--- config.mk ---
export PLATFORM = sky130hd
export DESIGN_NAME = demux_router
export DESIGN_NICKNAME = d
export VERILOG_FILES = /design/src/rtl/demux_router.sv
export SDC_FILE = /design/constraint.sdc
export NUM_CORES = 1
export LEC_CHECK = 0
export ABC_CLOCK_PERIOD_IN_PS = 1700
export CAP_MARGIN = 20
export CORE_MARGIN = 1.5
export CORE_UTILIZATION = 31
export DETAILED_ROUTE_END_ITERATION = 7
export MAX_ROUTING_LAYER = met4
export SYNTH_ARGS = -nofsm -noshare
export SYNTH_HDL_FRONTEND = slang
export SYNTH_SLANG_ARGS = --single-unit
--- constraint.sdc ---
create_clock -name clk -period 1.7 [get_ports clk]
set_input_delay 0.34 -clock clk [delete_from_list [all_inputs] [get_ports clk]]
set_output_delay 0.34 -clock clk [all_outputs]
set_load 0.01 [all_outputs]
--- src/rtl/demux_router.sv ---
// 1-to-4 stream demultiplexer: one valid/ready input steered by in_sel into
// four single-entry output channels, with a wrapping accepted-transfer counter.

module demux_router_chan #(
    parameter int WIDTH = 8
) (
    input  logic             clk,
    input  logic             rst,
    input  logic             load,
    input  logic [WIDTH-1:0] in_data,
    input  logic             out_ready,
    output logic             out_valid,
    output logic [WIDTH-1:0] out_data
);
    logic             valid_q, valid_d;
    logic [WIDTH-1:0] data_q, data_d;

    // A load on the draining edge wins, so a channel can sustain one beat per cycle.
    always_comb begin
        valid_d = valid_q;
        data_d  = data_q;
        if (load) begin
            valid_d = 1'b1;
            data_d  = in_data;
        end else if (valid_q && out_ready) begin
            valid_d = 1'b0;
        end
    end

    always_ff @(posedge clk or posedge rst) begin
        if (rst) begin
            valid_q <= 1'b0;
            data_q  <= '0;
        end else begin
            valid_q <= valid_d;
            data_q  <= data_d;
        end
    end

    assign out_valid = valid_q;
    assign out_data  = data_q;
endmodule

module demux_router #(
    parameter int WIDTH = 8,
    parameter int CNT_W = 8
) (
    input  logic               clk,
    input  logic               rst,
    input  logic [WIDTH-1:0]   in_data,
    input  logic [1:0]         in_sel,
    input  logic               in_valid,
    output logic               in_ready,
    output logic [4*WIDTH-1:0] out_data,
    output logic [3:0]         out_valid,
    input  logic [3:0]         out_ready,
    output logic [CNT_W-1:0]   xfer_count
);
    logic             accept;
    logic [3:0]       load;
    logic [CNT_W-1:0] count_q, count_d;

    // Readiness looks only at the addressed channel, never at in_valid.
    assign in_ready = !out_valid[in_sel] || out_ready[in_sel];
    assign accept   = in_valid && in_ready;

    always_comb begin
        load = 4'b0000;
        if (accept) load[in_sel] = 1'b1;
        count_d = count_q + {{(CNT_W-1){1'b0}}, accept};
    end

    always_ff @(posedge clk or posedge rst) begin
        if (rst) count_q <= '0;
        else     count_q <= count_d;
    end

    assign xfer_count = count_q;

    genvar k;
    generate
        for (k = 0; k < 4; k++) begin : g_chan
            demux_router_chan #(.WIDTH(WIDTH)) u_chan (
                .clk       (clk),
                .rst       (rst),
                .load      (load[k]),
                .in_data   (in_data),
                .out_ready (out_ready[k]),
                .out_valid (out_valid[k]),
                .out_data  (out_data[k*WIDTH +: WIDTH])
            );
        end
    endgenerate
endmodule

# Word level (Yosys, flattened, before mapping)
# Cells that the tools add are included.
dict set report totals {
  inputBits 17
  ff_bits 44
  elab_cells 39
  output_inout_bits 45
}
dict set report op_classes {
  order_cmp 2
  addsub 1
  reduce_logical 12
  n_mux 15
}
# operator count
set op_table {}
lappend op_table {{2-to-1 mux 1 bit} 11}
lappend op_table {{adder 8 x 1 -> 8 bit} 1}
lappend op_table {{nonzero test 2 bit} 4}
lappend op_table {{logical AND 1 bit} 6}
lappend op_table {{binary-select mux 1 bit (select 2 bit)} 2}
lappend op_table {{2-to-1 mux 4 bit} 1}
lappend op_table {{less-than comparator 2 x 3 -> 1 bit, second input constant} 1}
lappend op_table {{demux 1 bit (select 2 bit)} 1}
lappend op_table {{>= comparator 2 x 1 -> 1 bit, second input constant} 1}
lappend op_table {{logical NOT 1 bit} 1}
lappend op_table {{logical OR 1 bit} 1}

# Longest topological paths before layout
dict set report logic_depth {
  ltp_word 7
  depth_mapped 8
  depth_no_buf 8
}

# Modules after synthesis
# Synthesis repeated with hierarchy kept, for this count alone.
dict set report hier_totals {
  hier_cells 120
  area_unflattened_um2 1918.1
}
# mod n_inst area_each_um2 cells_each seq_area_each_um2
set modules_own_cells {}
lappend modules_own_cells {demux_router_chan 4 372.9 21 225.2}
lappend modules_own_cells {demux_router 1 426.7 36 200.2}

# Worst setup path after synthesis
# No wires, ideal clock.
dict set report synth_timing {
  kind {input to register}
  from {in out_ready[0]}
  to {reg count_q[7], in the netlist xfer_count[7]}
  path_stages 7
  required_time_ns 1.575
  setup_time_ns 0.125
  setup_slack_ns -0.285
  arrival_time_ns 1.860
  n_path_buf 0
  cell_sequence {nand2b_1 mux4_2 and2_1 ha_1 and3_1 and3_1 xor2_1}
}
dict set report synth_via {
  elab_chain_cells 5
}
# element line
set synth_rtl {}
lappend synth_rtl {{start: declaration} 56} ;# input logic [3:0] out_ready,
lappend synth_rtl {{binary-select mux 1 bit (select 2 bit)} 64} ;# assign in_ready = !out_valid[in_sel] || out_ready[in_sel];
lappend synth_rtl {{2-to-1 mux 1 bit (implied by the code)} 64}
lappend synth_rtl {{logical OR 1 bit} 64}
lappend synth_rtl {{named net in_ready} 53} ;# output logic in_ready,
lappend synth_rtl {{logical AND 1 bit} 65} ;# assign accept = in_valid && in_ready;
lappend synth_rtl {{adder 8 x 1 -> 8 bit} 70} ;# count_d = count_q + {{(CNT_W-1){1'b0}}, accept};
lappend synth_rtl {{named net count_d[7]} 61} ;# logic [CNT_W-1:0] count_q, count_d;
lappend synth_rtl {{end signal: assignment} 75} ;# else count_q <= count_d;
lappend synth_rtl {{end: declaration} 61}
# The timed path passes the listed nets, and every way through them passes these cells. The select of a mux whose other input is x is not followed.
# A chain may end at the register's enable or synchronous reset.

# Worst setup path in the final report
dict set report layout_timing {
  from {reg g_chan[2].u_chan.valid_q}
  to {reg count_q[7], in the netlist xfer_count[7]}
}
dict set report layout_via {
  elab_chain_cells 6
}
# element line
set layout_rtl {}
lappend layout_rtl {{start: declaration} 15} ;# logic valid_q, valid_d;
lappend layout_rtl {{start signal: assignment} 35} ;# valid_q <= valid_d;
lappend layout_rtl {{binary-select mux 1 bit (select 2 bit)} 64}
lappend layout_rtl {{2-to-1 mux 1 bit (implied by the code)} 64}
lappend layout_rtl {{logical NOT 1 bit} 64}
lappend layout_rtl {{logical OR 1 bit} 64}
lappend layout_rtl {{logical AND 1 bit} 65}
lappend layout_rtl {{adder 8 x 1 -> 8 bit} 70}
lappend layout_rtl {{named net count_d[7]} 61}
# The timed path passes the listed nets, and every way through them passes these cells. The select of a mux whose other input is x is not followed.

==> impl_metrics.py <==
metrics = {
    "timing": {
        "setup_violations": 6,
        "finalHoldViolCount": 0,
        "tns_ns": -0.639,
        "fmax_mhz": 540,
        "final.min_clock_period_ns": 1.85,
        "drv_slew": 0,
        "fin_ws_ns": -0.152,
        "worst_pin_slew_ns": 0.344,
        "fin_skew_ns": 0.00410,
        "post-route-period-util_pct": 109,
        "rsz0062_at_grt": "true",
        "slew_headroom_pct": 77.1,
    },
    "floorplanning": {
        "die_area_mm2": 0.00612,
        "core_mm2": 0.00547,
        "ios": 62,
        "die_w_um": 78.3,
        "initial_core_util_pct": 32.1,
        "rows": 27,
        "die_h_um": 78.3,
    },
    "layout": {
        "final_cell_area_mm2": 0.00274,
        "drive_gt1_share_pct": 40.1,
        "final_nets": 221,
        "nFillCells": 500,
        "syn_to_final_growth_pct": 56.0,
        "num_antenna_cells": 0,
        "stdcell_count": 274,
    },
    "critical_path": {
        "cp-start-kind": "flop",
        "path_cells": "nand2b_4 -> mux4_2 -> and2_4 -> ha_4 -> and3_4 -> and3_4 -> xor2_2",
        "critPathMaxFanout": 3,
        "critPathKind": "reg -> reg",
        "worst_path_max_delay_cell": "mux4_2",
        "slowest_delay_ns": 0.46,
        "worst-path-buf-inv": 0,
        "crit_arrival_ns": 2.03,
        "crit_family": "simple AND/OR/NAND/NOR gates",
        "endpoint_kind": "flop",
        "critical_path.most_common_cell": "and3_4",
        "cp.required_ns": 1.88,
    },
    "placement": {
        "dp.final_hpwl_um": 3180,
        "placed_cells": 262,
        "portBuffers": 61,
        "dpl_cell_area_mm2": 0.00260,
        "place_congestion": 0.801,
    },
    "hold_path": {
        "min_path_type": "in -> async",
    },
    "power": {
        "cellLeakagePower_nw": 1.20,
        "total_power_mw": 3.16,
        "p_per_area_mw_per_mm2": 1150,
        "vdd_drop_max_uv": 625,
    },
    "synth": {
        "synth_nets": 135,
        "synth.top_cell.area_share_pct": 62.7,
        "synthesis.area_mm2": 0.00176,
        "avgSynthCellArea_um2": 15.1,
        "synth.top_cells.by_area": "dfrtp_1 63%, mux2_2 21%, buf_4 2.6%",
        "synth_top_area_cell": "dfrtp_1",
        "ys_seq_area_share_pct": 62.7,
        "syn_inst": 116,
        "synth_seq_cells": 44,
        "yosys_warnings": 0,
        "ys_types": 18,
    },
    "run_status": {
        "run_status": "complete, but fails checks",
        "violations": "setup timing",
    },
    "global_routing": {
        "track_usage_pct": 15.2,
        "grt_max_degree": 28,
        "grt_pass1_wl_um": 6820,
        "overflow": 0,
        "grt_pass1_vias": 1363,
        "antenna_found_initial": 0,
    },
    "drt": {
        "routed_via_density": 4.48,
        "route.detailed.drc": 0,
        "wl_met3_um": 181,
        "wire_per_inst_um": 15.4,
        "wirelength_um": 4210,
        "routed-wl-met2_um": 2210,
        "top_layer_used": "met4",
        "first_pass_iters": 2,
        "wl_met1_um": 1790,
        "drt_iter0_drc": 26,
        "ant_nets": 0,
        "vias": 1228,
    },
    "clock_network": {
        "clk_latency_ns": 0.28,
        "cts_max_path_buffers": 2,
        "clk_pin_slew_ns": 0.08,
        "cts_sinks": 44,
        "cts_buffers": 5,
        "cts_max_level": 2,
        "cts-root-buf": "clkbuf_8",
        "cts_tree": "done",
    },
    "job": {
        "cap_violations": 0,
    },
}
[sequential cells by signal, indices dropped and copies added (netlist names)]
name / flops
xfer_count: 8
g_chan.u_chan.out_data: 32
g_chan.u_chan.out_valid: 4
[placed cells by master (no fill, tap or decap)]
master	synthesis	final
clkinv_1	0	1
mux2_2	32	32
dlygate4sd2_1	0	5
nand3_2	0	2
clkinv_2	0	1
dfrtp_2	0	2
clkbuf_8	0	5
nand3b_2	1	1
xor2_1	4	3
mux4_2	1	1
clkbuf_1	0	1
ha_2	0	1
xnor2_1	2	2
nand3_1	3	1
buf_4	6	24
and2_4	0	1
and3_1	4	2
dfrtp_1	44	42
nor2b_1	2	1
nor2b_2	0	1
nor2_1	1	1
o21ai_0	1	1
ha_4	0	1
and3_4	0	2
nand2_1	6	6
nor3b_4	1	1
xor2_2	0	1
buf_2	0	1
nand2b_4	0	4
clkdlybuf4s50_1	0	55
[power by group]
part | switching, mW | leakage, nW | internal [mW]
Sequential | 0.204 | 0.529 | 1.30
Clock | 0.319 | 0.0410 | 0.279
Combinational | 0.378 | 0.631 | 0.684
Total | 0.901 | 1.20 | 2.26
[routing by layer]
metal	vias to the layer above	global-route usage [%]
li1	564	-
met1	613	17.0
met2	47	26.4
met3	4	3.26
met4	0	5.71
met5	-	-
[cells by family after synthesis]
group	after synthesis	share of synthesized area, %
compound gates	1	0.285
xor+xnor	6	2.99
fa+ha+maj	2	1.43
buf+inv	7	2.78
flops	44	62.7
mux	33	21.8
simple gates	23	7.98
[metrics by stage]
| step | setup slack, ns | util (%) | hold WS, ns |
|---|---|---|---|
| after CTS | -0.155 | 49.9 | 0.396 |
| after global routing | -0.204 | 50.0 | 0.415 |
| after detailed placement | -0.621 | 47.6 | 0.477 |
| after global placement | -0.576 | 47.6 | 0.473 |
| after floorplan | -0.186 | - | 0.450 |
| final | -0.152 | 50.0 | 0.395 |
[final cells by class]
class                   count  area [um^2]  area share, %
flip-flops and latches     44         1100           40.3
multi-input cells          65          683           25.0
clock inverters             1         5.00          0.183
clock buffers               6         72.6           2.65
repair buffers             85          779           28.5
inverters                   1         3.75          0.137
well taps                  72         90.1           3.29
[worst reg2reg max path, stage by stage, from the launching register on]
cell	delay [ns]
dfrtp_1	0.41
nand2b_4	0.07
mux4_2	0.46
and2_4	0.16
ha_4	0.15
and3_4	0.18
and3_4	0.17
xor2_2	0.14
[synth_stat cells, drive strengths merged]
cell type,number
dfrtp,44
mux2,32
buf,6
nand2,6
and3,4
nand2b,4
xor2,4
nand3,3
ha,2
nor2b,2
xnor2,2
and2,1
inv,1
mux4,1
nand3b,1
nor2,1
nor3b,1
o21ai,1
[timing repair]
action                     4_1_cts  5_1_grt
hold endpoints to repair         0        0
hold buffers                     0        0
setup buffers                    5        0
resized for setup               10        6
setup endpoints to repair        8       15
[path summary, 6_finish.rpt]
check | startpoint | to | slack [ns] | cells past startpoint
min reg2reg | g_chan[2].u_chan.out_data[7]$_DFFE_PP0P_ | g_chan[2].u_chan.out_data[7]$_DFFE_PP0P_ | 0.51 | 1
max in group asynchronous | rst | xfer_count[4]$_DFF_PP0_ | 0.99 | 3
max reg2reg | g_chan[2].u_chan.out_valid$_DFFE_PP0P_ | xfer_count[7]$_DFF_PP0_ | -0.15 | 7
max | g_chan[2].u_chan.out_valid$_DFFE_PP0P_ | xfer_count[7]$_DFF_PP0_ | -0.15 | 7
min | rst | xfer_count[7]$_DFF_PP0_ | 0.40 | 3
min in group clk | g_chan[2].u_chan.out_data[7]$_DFFE_PP0P_ | g_chan[2].u_chan.out_data[7]$_DFFE_PP0P_ | 0.51 | 1
Note: power is estimated with default switching activity, not from simulation.
